==> src/rtl/umi_tx_arbiter.sv <==
// -----------------------------------------------------------------------------
// umi_tx_arbiter
//
// This block is a round-robin arbiter. It merges NUM_SRC single-beat UMI request
// streams into one UMI transmit stream, so several on-FPGA agents can share one
// host-bound tx queue slot. The output stage is one register, and it can take a
// new beat in the same cycle that it drains, so it sustains 1 beat per cycle.
//
// Optional build macro: UMI_TX_ARBITER_STATS_EN
//   When this macro is defined, the block adds one 32-bit grant counter per
//   source, exposed on grant_count. It also adds the stats_clear input, a
//   synchronous clear that wins over an increment in the same cycle.
//
// Ports:
//   clk          clock
//   reset        asynchronous active-high reset
//   in_data      per-source data,            source i at [i*DW +: DW]
//   in_srcaddr   per-source source address,  source i at [i*AW +: AW]
//   in_dstaddr   per-source dest address,    source i at [i*AW +: AW]
//   in_cmd       per-source command,         source i at [i*CW +: CW]
//   in_valid     per-source valid
//   in_ready     per-source ready (at most one bit high per cycle)
//   out_data     merged data to tx queue
//   out_srcaddr  merged source address
//   out_dstaddr  merged destination address
//   out_cmd      merged command
//   out_valid    merged valid
//   out_ready    tx queue ready
//   out_src      index of the source that produced the current output beat
//   grant_count  (stats build) per-source transfer counters, 32 bits each
//   stats_clear  (stats build) synchronous clear of all counters
// -----------------------------------------------------------------------------
module umi_tx_arbiter #(
    parameter int NUM_SRC = 2,
    parameter int DW      = 256,
    parameter int AW      = 64,
    parameter int CW      = 32,
    localparam int SW     = (NUM_SRC > 1) ? $clog2(NUM_SRC) : 1
) (
    input  logic                  clk,
    input  logic                  reset,
    input  logic [NUM_SRC*DW-1:0] in_data,
    input  logic [NUM_SRC*AW-1:0] in_srcaddr,
    input  logic [NUM_SRC*AW-1:0] in_dstaddr,
    input  logic [NUM_SRC*CW-1:0] in_cmd,
    input  logic [NUM_SRC-1:0]    in_valid,
    output logic [NUM_SRC-1:0]    in_ready,
    output logic [DW-1:0]         out_data,
    output logic [AW-1:0]         out_srcaddr,
    output logic [AW-1:0]         out_dstaddr,
    output logic [CW-1:0]         out_cmd,
    output logic                  out_valid,
    input  logic                  out_ready,
`ifdef UMI_TX_ARBITER_STATS_EN
    output logic [NUM_SRC*32-1:0] grant_count,
    input  logic                  stats_clear,
`endif
    output logic [SW-1:0]         out_src
);

    logic [SW-1:0] ptr;
    logic          gnt_vld;
    logic [SW-1:0] gnt_idx;
    logic [SW-1:0] ptr_nxt;
    logic          load_ok;
    logic          xfer;

    logic [DW-1:0] data_p1;
    logic [AW-1:0] srcaddr_p1;
    logic [AW-1:0] dstaddr_p1;
    logic [CW-1:0] cmd_p1;
    logic [SW-1:0] src_p1;
    logic          vld_p1;

    assign load_ok = !vld_p1 || out_ready;

    // Grant: scan from ptr upward, modulo NUM_SRC. The loop walks the scan
    // order backwards, so the first valid source in scan order is the last one
    // written and therefore wins.
    always_comb begin
        gnt_vld = 1'b0;
        gnt_idx = '0;
        for (int k = NUM_SRC - 1; k >= 0; k--) begin
            logic [SW:0] sum;
            sum = {1'b0, ptr} + (SW+1)'(k);
            if (sum >= (SW+1)'(NUM_SRC)) begin
                sum = sum - (SW+1)'(NUM_SRC);
            end
            if (in_valid[sum[SW-1:0]]) begin
                gnt_vld = 1'b1;
                gnt_idx = sum[SW-1:0];
            end
        end
    end

    // in_ready is held low while reset is asserted, because the register
    // cannot capture a beat then.
    assign xfer = gnt_vld && load_ok && !reset;

    always_comb begin
        in_ready = '0;
        if (xfer) begin
            in_ready[gnt_idx] = 1'b1;
        end
    end

    assign ptr_nxt = (gnt_idx == SW'(NUM_SRC - 1)) ? '0 : gnt_idx + 1'b1;

    // ---- stage p1: output register ----
    always_ff @(posedge clk or posedge reset) begin
        if (reset) begin
            vld_p1     <= 1'b0;
            data_p1    <= '0;
            srcaddr_p1 <= '0;
            dstaddr_p1 <= '0;
            cmd_p1     <= '0;
            src_p1     <= '0;
            ptr        <= '0;
        end else if (xfer) begin
            vld_p1     <= 1'b1;
            data_p1    <= in_data[int'(gnt_idx)*DW +: DW];
            srcaddr_p1 <= in_srcaddr[int'(gnt_idx)*AW +: AW];
            dstaddr_p1 <= in_dstaddr[int'(gnt_idx)*AW +: AW];
            cmd_p1     <= in_cmd[int'(gnt_idx)*CW +: CW];
            src_p1     <= gnt_idx;
            ptr        <= ptr_nxt;
        end else if (out_ready) begin
            // Drain with nothing to replace it: the fields keep their last value.
            vld_p1 <= 1'b0;
        end
    end

    assign out_data    = data_p1;
    assign out_srcaddr = srcaddr_p1;
    assign out_dstaddr = dstaddr_p1;
    assign out_cmd     = cmd_p1;
    assign out_src     = src_p1;
    assign out_valid   = vld_p1;

`ifdef UMI_TX_ARBITER_STATS_EN
    logic [31:0] cnt [NUM_SRC];

    for (genvar i = 0; i < NUM_SRC; i++) begin : g_cnt
        always_ff @(posedge clk or posedge reset) begin
            if (reset) begin
                cnt[i] <= '0;
            end else if (stats_clear) begin
                cnt[i] <= '0;
            end else if (in_valid[i] && in_ready[i]) begin
                cnt[i] <= cnt[i] + 32'd1;
            end
        end
        assign grant_count[i*32 +: 32] = cnt[i];
    end
`endif

endmodule

==> config.mk <==
export PLATFORM = sky130hd
export DESIGN_NAME = umi_tx_arbiter
export DESIGN_NICKNAME = d
export VERILOG_FILES = /design/src/rtl/umi_tx_arbiter.sv
export SDC_FILE = /design/constraint.sdc
export NUM_CORES = 1
export LEC_CHECK = 0
export CAP_MARGIN = 20
export CORE_AREA = 3 3 488 490
export CTS_CLUSTER_SIZE = 24
export DETAILED_ROUTE_END_ITERATION = 16
export DIE_AREA = 0 0 491 493
export GPL_ROUTABILITY_DRIVEN = 0
export GPL_TIMING_DRIVEN = 0
export SLEW_MARGIN = 30
export SYNTH_ARGS = -nofsm -noshare
export SYNTH_HDL_FRONTEND = slang
export SYNTH_SLANG_ARGS = --single-unit
==> constraint.sdc <==
create_clock -name clk -period 25.4 [get_ports clk]
set_input_delay 2.54 -clock clk [delete_from_list [all_inputs] [get_ports clk]]
set_output_delay 2.54 -clock clk [all_outputs]
set_load 0.005 [all_outputs]
== Word level (Yosys, flattened, before mapping) ==
Cells that the tools add are included.

* Bits in registers: 419
* Bits in latches: 0
* Memory bits (writable): 0
* Memory bits (read-only): 0
* Input port bits: 837
* Output and inout port bits: 420
* Logic and storage cells: 44
* Memories: 0

* $add $sub $neg: 4
* Multipliers: 0
* Div/mod/pow operators: 0
* Order comparisons: 6
* Eq/ne operators: 0
* Shift-type cells: 4
* Multiplexer cells: 16
* Bitwise logic cells: 0
* Reductions and logical operators: 7

{| class="wikitable"
|+ Operators by type and width
! operator !! count
|-
| 512-bit by 10-bit indexed part select with 256-bit output || 1
|-
| 128-bit by 8-bit indexed part select with 64-bit output || 2
|-
| 64-bit by 7-bit indexed part select with 32-bit output || 1
|-
| 1-bit 2-to-1 mux || 14
|-
| 1-bit by 2-bit < comparator with 1-bit output, second input constant || 3
|-
| 1-bit logical AND || 3
|-
| 1-bit by 1-bit adder with 2-bit output, second input constant || 1
|-
| 1-bit by 2-bit >= comparator with 1-bit output, second input constant || 1
|-
| 2-bit >= comparator, second input constant || 1
|-
| 1-bit zero test || 2
|-
| 2-bit 2-to-1 mux || 1
|-
| 2-bit nonzero test || 1
|-
| 1-bit subtractor, second input constant || 2
|-
| 1-bit adder, second input constant || 1
|-
| 1-bit demux with 1-bit select || 1
|-
| 1-bit >= comparator, second input constant || 1
|-
| 1-bit logical OR || 1
|}

== Depth between registers and ports, before layout ==
Gate-level depths: netlist of run 1.

* Depth in word-level cells: 12
* Mapped depth: 8

== Worst setup path before layout of run 1 ==
Ideal clock, no wire load.

* Path type: input port to output port
* From: input in_valid[0]
* To: output in_ready[1]
* Arrival: 3.617 ns
* Required time: 22.860 ns
* Path slack: 19.243 ns
* Stages: 4
* Cells stage by stage: clkbuf_1 > a2111oi_2 > buf_2 > clkbuf_1

* Word-level cells in the longest chain between the ends: 9

{| class="wikitable"
|+ RTL lines
! what !! line !! source
|-
| from (decl) || 46 || <nowiki>input logic [NUM_SRC-1:0] in_valid,</nowiki>
|-
| 1-bit 2-to-1 mux (not written as such) (2 in series) || 89 || <nowiki>if (in_valid[sum[SW-1:0]]) begin</nowiki>
|-
| 1-bit 2-to-1 mux (2 in series) || 89 ||
|-
| 1-bit by 2-bit < comparator with 1-bit output (not written as such) or 1-bit >= comparator (tied branches) || 103 || <nowiki>in_ready[gnt_idx] = 1'b1;</nowiki>
|-
| 1-bit logical AND (not written as such) || 103 ||
|-
| 1-bit 2-to-1 mux (not written as such) || 103 ||
|-
| 1-bit demux with 1-bit select || 103 ||
|-
| 2-bit 2-to-1 mux (*) || 102 || <nowiki>if (xfer) begin</nowiki>
|-
| to (decl) || 47 || <nowiki>output logic [NUM_SRC-1:0] in_ready,</nowiki>
|}

Every way passes the cells marked *; elsewhere a longest branch is shown, timed or not. The select of a mux whose other input is x is not followed.

== Final worst setup path of run 1 ==
* From: input out_ready
* To: output in_ready[1]

* Word-level cells in the longest chain between the ends: 4

{| class="wikitable"
|+ RTL lines
! what !! line !! source
|-
| from (decl) || 53 || <nowiki>input logic out_ready,</nowiki>
|-
| 1-bit logical OR || 75 || <nowiki>assign load_ok = !vld_p1 || out_ready;</nowiki>
|-
| 1-bit logical AND (2 in series) || 98 || <nowiki>assign xfer = gnt_vld && load_ok && !reset;</nowiki>
|-
| 2-bit 2-to-1 mux || 102 ||
|}

Every way passes these cells.

==> results of run 1 <==
[stage by stage]
step / cell area [µm²] / utilization, % / power [W] / worst slack [ns] / hold slack, ns
final: 39100 / 16.7 / 0.00275 / 17.40 / 0.515
after global routing: 39100 / 16.7 / 0.00287 / 17.21 / 0.524
after CTS: 39000 / 16.6 / 0.00280 / 17.28 / 0.515
after detailed placement: 37100 / 15.8 / 0.00191 / 17.29 / 0.498
after global placement: 36600 / 15.6 / 0.00190 / 3.34 / 0.495
after floorplan: 20100 / - / 0.00112 / 10.66 / 0.506
[worst register-to-register path: stages, from the launching register on]
cell and delay, ns:
dfrtp_1 0.46, nor2b_1 0.16, clkbuf_2 0.26, buf_2 0.48
clkbuf_2 0.33, buf_16 0.19, clkbuf_1 0.61, nor4_1 0.28
a221o_1 0.33
[cell usage in the layout (no fill, tap or decap), types with 5 or more instances in the layout]
cell                n
clkdlybuf4s50_1  1254
dfrtp_1           419
nand2_1           416
a221o_1           416
nor4_1            404
clkbuf_1          183
buf_2              62
clkbuf_16          56
diode_2            39
clkbuf_2           26
nor4_2             12
clkbuf_8           12
buf_6              11
buf_16              9
buf_1               8
clkinv_2            7
bufinv_16           5
[layout make-up]
type                       instances  area [µm²]
clock buffer                      78        1600
sequential                       419       10500
buffer                           281        1250
clock inverter                    26         327
inverter                           4        22.5
timing repair buffer            1270       12900
multi-input combinational       1257        8470
fill                           26302      195000
tap                             3150        3940
antenna                           39        97.6
[state kept, by name, summed over array words and instances (netlist names)]
register / cells
out_dstaddr: 64
out_srcaddr: 64
out_cmd: 32
ptr: 1
out_data: 256
out_valid: 1
out_src: 1
[path summary, 6_finish.rpt]
path	slack, ns	end	cells after the start	startpoint
min reg2reg	0.51	out_data[66]$_DFFE_PP0P_	1	out_data[66]$_DFFE_PP0P_
max reg2reg	22.18	out_data[43]$_DFFE_PP0P_	8	out_valid$_DFFE_PP0P_
min in group asynchronous	3.05	out_data[6]$_DFFE_PP0P_	4	reset
max in group asynchronous	21.19	out_data[36]$_DFFE_PP0P_	6	reset
max	17.40	in_ready[1]	7	out_ready
min	0.51	out_data[66]$_DFFE_PP0P_	1	out_data[66]$_DFFE_PP0P_
[where the power goes]
| part | switching (W) | leakage, nW | internal, W |
|---|---|---|---|
| Sequential | 0.000107 | 5.20 | 0.000797 |
| Clock | 0.000368 | 0.942 | 0.000494 |
| Combinational | 0.000520 | 8.30 | 0.000466 |
[cells in the mapped netlist (all sizes together)]
cell,instances
or3,1
nor4b,1
dfrtp,419
a2111oi,1
nor2b,1
nor4,416
buf,82
and2,1
clkbuf,199
o21bai,1
a221o,416
inv,4
nand2,416
nor2,1
a21oi,2
[cell families after synthesis]
group / count (synthesis)
AO/OA/AOI/OAI: 420
buffers and inverters: 285
flip-flops: 419
AND/OR/NAND/NOR: 837
[metal layers]
layer | part of all wire [%] | GRT usage (%) | vias to the layer above | wire length [µm]
met5 | 0.053 | 0 | - | 116
met4 | 5.8 | 8.69 | 18 | 12900
met3 | 12 | 8.10 | 415 | 26300
met2 | 46 | 28.6 | 1850 | 101000
met1 | 36 | 18.9 | 12739 | 80100
li1 | - | - | 10577 | -
==> results.tsv, run 1 <==
metric	value	unit
die area	242000	µm²
Fin Clk Skew	0.0240	ns
Synth top area share	52.1	%
total vias in the final route	25599	
PortBufs	1254	
CTS Root Cell	clkbuf_16	
Core ar.	235000	µm²
#FFs+latches synth	419	
CTS tree	done	
Crit. End Element	primary output	
GRT Total Usage	17.4	%
status	finished, final reports clean	
Worst Path Class, Setup	primary input to primary output	
Synth area leader	dfrtp_1	
Leakage	14.4	nW
Max Cap Viol	0	
Finished Layout Cells	6524	
clock latency on the worst-skew pair	0.69	ns
Data arrival, critical path	5.46	ns
routed wire length	221	mm
first-pass GRT wire length	278	mm
main combinational cell family by area after synthesis	compound AO/OA/AOI/OAI gates	
Bufs and invs on worst path	5	
Synth warnings	0	
cts bufs inserted	56	
synthesized area	20100	µm²
cells along the critical path	clkdlybuf4s50_1 -> nor2b_1 -> clkbuf_2 -> a2111oi_2 -> buf_2 -> clkbuf_1 -> clkdlybuf4s50_1	
worst relative slew slack	20.7	%
Worst Tran Pin Value	1.18	ns
Clock Tree Buf Depth	3	
CTS sink cnt	419	
final-report max-slew violation count	0	
Avg Cell Area, Syn	10.3	µm²
Area growth, synth to finish	94.4	%
crit start category	primary input	
Adder-Cell Fraction of Synth Area	0	%
Hold Crit Class	flip-flop to flip-flop	
Worst VDD drop	0.0516	mV
Required @ worst endpoint	22.86	ns
clk slew on worst S/H paths	0.06	ns
hold_buf cts	0	
Critical Path Most Common Cell	clkdlybuf4s50_1	
Placed Cells	6381	
post-synthesis instance total	1961	
ANT nets after route	0	
htree depth	2	
die height	493	µm
post-CTS setup buffer count	0	
pwr/cell area	70.4	nW/µm²
Congestion Overflow GR	0	
RSZ-0062 raised after global routing	no	
largest net degree at the start of global routing	80	
chip width	491	µm
row count	178	
CP max FO	12	
DP HPWL	190	mm
Detailed Routing Iterations Pass 1	6	
crit path time final	8.00	ns
delay-heaviest family, CP	buffers and inverters	
final-report setup violation count	0	
Worst path max stage delay	0.74	ns
routed vias/inst	3.92	
num ports	1257	
DR iter-0 viols	2409	
XOR/XNOR share of the synthesized area	0	%
mux cell area share after synthesis	0	%
Hold Vio Cnt, Final	0	
drt drc	0	
post-CTS resize count	0	
layout cells sized above 1	6.72	%
DR WL/cell	33.8	µm
vias in the first global route	26141	
Final TNS setup	0	ns
post-synthesis compound-gate area fraction	20.9	%
initial antenna violation count	99	
syn nets	2798	
Final Cycle Share	31.5	%
fin nets	4126	
starting density of the core	8.58	%
Post-Synth Simple-Gate Area	20.9	%
Cell variety after synth	19	
Area contributors post-synth	dfrtp_1, a221o_1, nor4_1	
Seq/Total Area, Yosys	52.1	%
Worst path slowest cell	clkdlybuf4s50_1	
Max Clock Freq	0.125	GHz
Power figures use the tool's default switching activity.
==> run 2: changes to the inputs <==
CORE_AREA = 3 3 486 488   (was 3 3 488 490)
DIE_AREA = 0 0 489 491   (was 0 0 491 493)
clock period = 8.35 ns   (was 25.4 ns; I/O delays follow)
==> run 2 against run 1 <==
Non-clock buffer count rose by 12. Global-route usage barely moved. Hold slack barely moved. Flip-flop and latch count did not move. Critical endpoint is now in_ready[0]. Final area rose by 0.61%.
==> results.tsv, run 2 (same netlist as run 1, synthesis figures left out) <==
metric	value	unit	change
Leakage	14.6	nW	+1.0%
DR iter-0 viols	2259		-6.2%
CTS sink cnt	419		unchanged
Worst Path Class, Setup	primary input to primary output		
die height	491	µm	-0.41%
worst flop-to-flop path endpoint	out_data[105]$_DFFE_PP0P_		
Worst VDD drop	0.154	mV	+200%
post-CTS setup buffer count	0		unchanged
Max Cap Viol	0		unchanged
Area growth, synth to finish	95.6	%	
clock latency on the worst-skew pair	0.72	ns	+0.03 ns
PortBufs	1254		unchanged
routed wire length	220	mm	-0.19%
Crit. End Element	primary output		
CTS Root Cell	clkbuf_16		
reg2reg path depth	7		-1
Hold Crit Class	flip-flop to flip-flop		
CTS tree	done		
Int Power	0.00541	W	+210%
Congestion Overflow GR	0		unchanged
R2R Setup Slk	5.13	ns	-17.05 ns
most common cell after layout, fill and taps aside	clkdlybuf4s50_1		
hold_sp	out_data[40]$_DFFE_PP0P_		
starting density of the core	8.66	%	+0.081 points
hold_buf cts	0		unchanged
Pwr Total	0.00845	W	+210%
Largest register FFs	256		unchanged
Fin Clk Skew	0.0406	ns	+0.0167 ns
status	finished, final reports clean		
Worst Tran Pin Value	1.10	ns	-0.0813 ns
pwr/cell area	215	nW/µm²	+210%
largest net degree at the start of global routing	30		-63%
DP HPWL	190	mm	+0.27%
Core ar.	232000	µm²	-0.94%
chip width	489	µm	-0.41%
Endpoint, Worst Hold	out_data[40]$_DFFE_PP0P_		
worst relative slew slack	26.2	%	+5.5 points
cts bufs inserted	56		unchanged
initial antenna violation count	102		+3.0%
drt drc	0		unchanged
crit start category	primary input		
CP max FO	10		-2
final core utilization	16.9	%	+0.26 points
total vias in the final route	25828		+0.89%
Detailed Routing Iterations Pass 1	6		unchanged
clock power share	31.8	%	+0.5 points
DR WL/cell	34.2	µm	+0.94%
hold path depth	1		unchanged
die area	240000	µm²	-0.81%
Data arrival, critical path	3.58	ns	-1.88 ns
Critical R2R Launch	ptr$_DFFE_PP0P_		
RSZ-0062 raised after global routing	no		
Clock Tree Buf Depth	3		unchanged
htree depth	2		unchanged
clk slew on worst S/H paths	0.06	ns	about the same
GRT Total Usage	17.4	%	-0.027 points
final-report max-slew violation count	0		unchanged
Required @ worst endpoint	7.52	ns	-15.34 ns
row count	177		-0.56%
routed vias/inst	4.00		+2.0%
crit path time final	4.41	ns	
final-report setup violation count	0		unchanged
Filler cells	25999		-1.2%
ANT nets after route	0		unchanged
first-pass GRT wire length	273	mm	-1.7%
sequential share of power	32.4	%	-0.5 points
post-CTS resize count	0		unchanged
Max Clock Freq	0.227	GHz	
fin nets	4138		+0.29%
Net Switching	0.00304	W	+210%
vias in the first global route	25701		-1.7%
layout cells sized above 1	6.94	%	+0.22 points
Comb power frac	35.8	%	about the same
most frequent cells in the layout	clkdlybuf4s50_1, dfrtp_1, nand2_1, a221o_1, nor4_1		
Switching Fraction	36.0	%	-0.19 points
Hold Vio Cnt, Final	0		unchanged
Final Cycle Share	52.8	%	
num ports	1257		unchanged
==> run 2: cell types whose count changed in the layout (fill, tap and decap cells not counted), moves of 3 or more <==
cell     delta
buf_12     +12
diode_2    +24
nor4_1      +3
nor4_2      -4
==> run 2: worst max-delay path by stage <==
stage / startpoint / endpoint / slack (ns)
floorplan: reset / out_cmd[0]$_DFFE_PP0P_ / 1.27
global placement: reset / out_srcaddr[50]$_DFFE_PP0P_ / -3.65
detailed placement: in_valid[0] / out_data[23]$_DFFE_PP0P_ / 3.48
CTS: out_ready / in_ready[1] / 3.78
global route: out_ready / in_ready[1] / 3.71
finish: out_ready / in_ready[0] / 3.94
==> run 2: metal layers <==
layer	up-vias	routed length, µm	track usage, %
met3	383	31400	9.81
met5	-	372	0
met1	12935	78000	18.5
li1	10632	-	-
met4	36	11600	8.24
met2	1842	99000	27.8
==> run 2: per-stage QoR <==
stage	instances	hold slack (ns)	TNS (ns)	instance area (µm²)	setup WS (ns)
5_1_grt	6434	0.530	0	39300	3.71
4_1_cts	6388	0.517	0	39200	3.78
6_report	6451	0.515	0	39300	3.94
2_1_floorplan	1961	0.506	0	20100	1.27
3_3_place_gp	6258	0.496	-1490.73	36500	-3.65
3_5_place_dp	6286	0.498	0	37200	3.48
==> run 2: layout make-up <==
cell class,instances,area (µm²),area share [%]
repair buffers,1282,13200,33.5
well taps,3043,3810,9.68
inverters,4,18.8,0.0477
multi-input cells,1257,8460,21.5
clock buffers,80,1630,4.15
diodes,63,158,0.401
clock inverters,22,343,0.872
flip-flops and latches,419,10500,26.7
plain buffers,281,1250,3.18
==> run 2: critical path: stages <==
cell and delay, ns:
clkdlybuf4s50_1 0.41, nor2b_1 0.11, clkbuf_2 0.19, clkbuf_1 0.79
clkbuf_2 0.56, nor4b_1 0.14, clkdlybuf4s50_1 0.53
==> run 2: power by group through the flow <==
stage	registers, W	clock network (W)	logic, W
4_1_cts	0.00273	0.00278	0.00309
3_5_place_dp	0.00275	0	0.00307
2_1_floorplan	0.00269	0	0.000728
6_report	0.00273	0.00269	0.00302
3_3_place_gp	0.00275	0	0.00303
5_1_grt	0.00277	0.00283	0.00322
==> patch: new RTL, settings of run 2 <==
Change the parameter `NUM_SRC` from 2 to 1.
--- a/src/rtl/umi_tx_arbiter.sv
+++ b/src/rtl/umi_tx_arbiter.sv
@@ -33,3 +33,3 @@
 module umi_tx_arbiter #(
-    parameter int NUM_SRC = 2,
+    parameter int NUM_SRC = 1,
     parameter int DW      = 256,
Ports: changed (6 resized); port bits go from 1257 to 839. The function was not compared with the original's and may differ.
==> patch against run 2 <==
  * Count of clock-buffer cells in the layout unchanged
  * First-iteration DRC count fell by 85%
  * Worst setup slack improved by 0.30 ns
  * Critical endpoint is now in_ready
  * Fmax increased by 7.3%
  * Critical path type unchanged
  * Global-route usage is 6.0 points lower
  * Power decreased by 12%
  * Routed wire length down 36%
  * Sequential cell count is 2 lower
  * Area after synthesis is 23% lower
  * Final area decreased by 23%
  * Non-clock buffer count fell by 662
==> patch: results (changes against run 2) <==
Critical path
  • CP endpoint: in_ready
  • Crit Reg-Reg Startpoint: out_valid
  • Crit path max fanout: 13 (+3)
  • Setup crit start: reset

Layout
  • Layout cells sized above 1: 25.6% (+19 points)
  • Total Nets Final: 2221 (-46%)
  • Fillers: 25986 (-0.050%)

Logic synthesis
  • Synth cell types: 11 (-8)
  • Share of the yosys chip area belonging to registers: 67.2% (+15 points)
  • Mux share of post-synthesis cell area: 30.2% (+30 points)
  • Synth Area in Compound Gates: 0.0886% (-21 points)
  • Top post-synthesis cells by area: dfrtp_1 (67%), mux2_2 (22%), mux2_1 (7.9%)
  • Syn Nets: 1307 (-53%)

Timing
  • Worst slew margin: 55.7% (+30 points)
  • Skew final: 0.0206 ns (-0.0200 ns)
  • Tmin final: 4.11 ns (-0.302 ns)

Clock tree
  • CTS buffer count: 58 (+3.6%)
  • Clock latency on the worst-skew pair: 0.68 ns (-0.04 ns)

Route
  • Post-Route WL: 141000 um (-36%)
  • Initial drt markers: 331 (-85%)
  • Via count: 12148 (-53%)
  • DR WL/cell: 28.3 um (-17%)
  • DRT Pass-1 Iters: 4 (-2)

Place
  • HPWL Detailed: 127000 um (-33%)
  • Port Buffers: 837 (-33%)
  • Pre-CTS WS: 4.13 ns (+0.649 ns)
  • Post-Place Cells: 4784 (-24%)
  • Area after DPL: 28100 um^2 (-24%)

Power
  • Max IR drop VDD: 167 uV (+8.9%)
  • P_clk: 2.73 mW (+1%)
  • Clock power frac: 36.9% (+5.1 points)
  • P_sw: 2.26 mW (-26%)

GRT
  • First-pass GRT wire length: 169000 um (-38%)
  • Initial antenna violation count: 152 (+49%)
  • GR Util All Layers: 11.4% (-6.0 points)

Min path
  • Worst Hold Launch: out_data[70]

Run status
  • Outcome: finished clean
## patch: metal layers
layer	vias up	GRT usage, %	share of wire [%]
li1	5072	-	-
met1	6058	10.4	32
met2	753	19.5	47
met3	261	9.21	18
met4	4	2.32	2.8
met5	-	0	0.018
## patch: worst max-delay path, cell delays in order
cell and delay [ns]:
clkdlybuf4s50_1 0.48, nand2b_4 0.17, a21oi_2 0.32, buf_4 0.42, buf_6 0.24, buf_4 0.21
clkdlybuf4s50_1 0.52
## patch: final cells by class
| cell class | count | area share (%) |
|---|---|---|
| clock buffers | 80 | 5.45 |
| well taps | 3043 | 12.5 |
| diodes | 68 | 0.561 |
| inverters | 3 | 0.0495 |
| flip-flops and latches | 417 | 34.4 |
| clock inverters | 30 | 1.44 |
| multi-input cells | 420 | 15.5 |
| plain buffers | 47 | 1.23 |
| repair buffers | 854 | 28.8 |
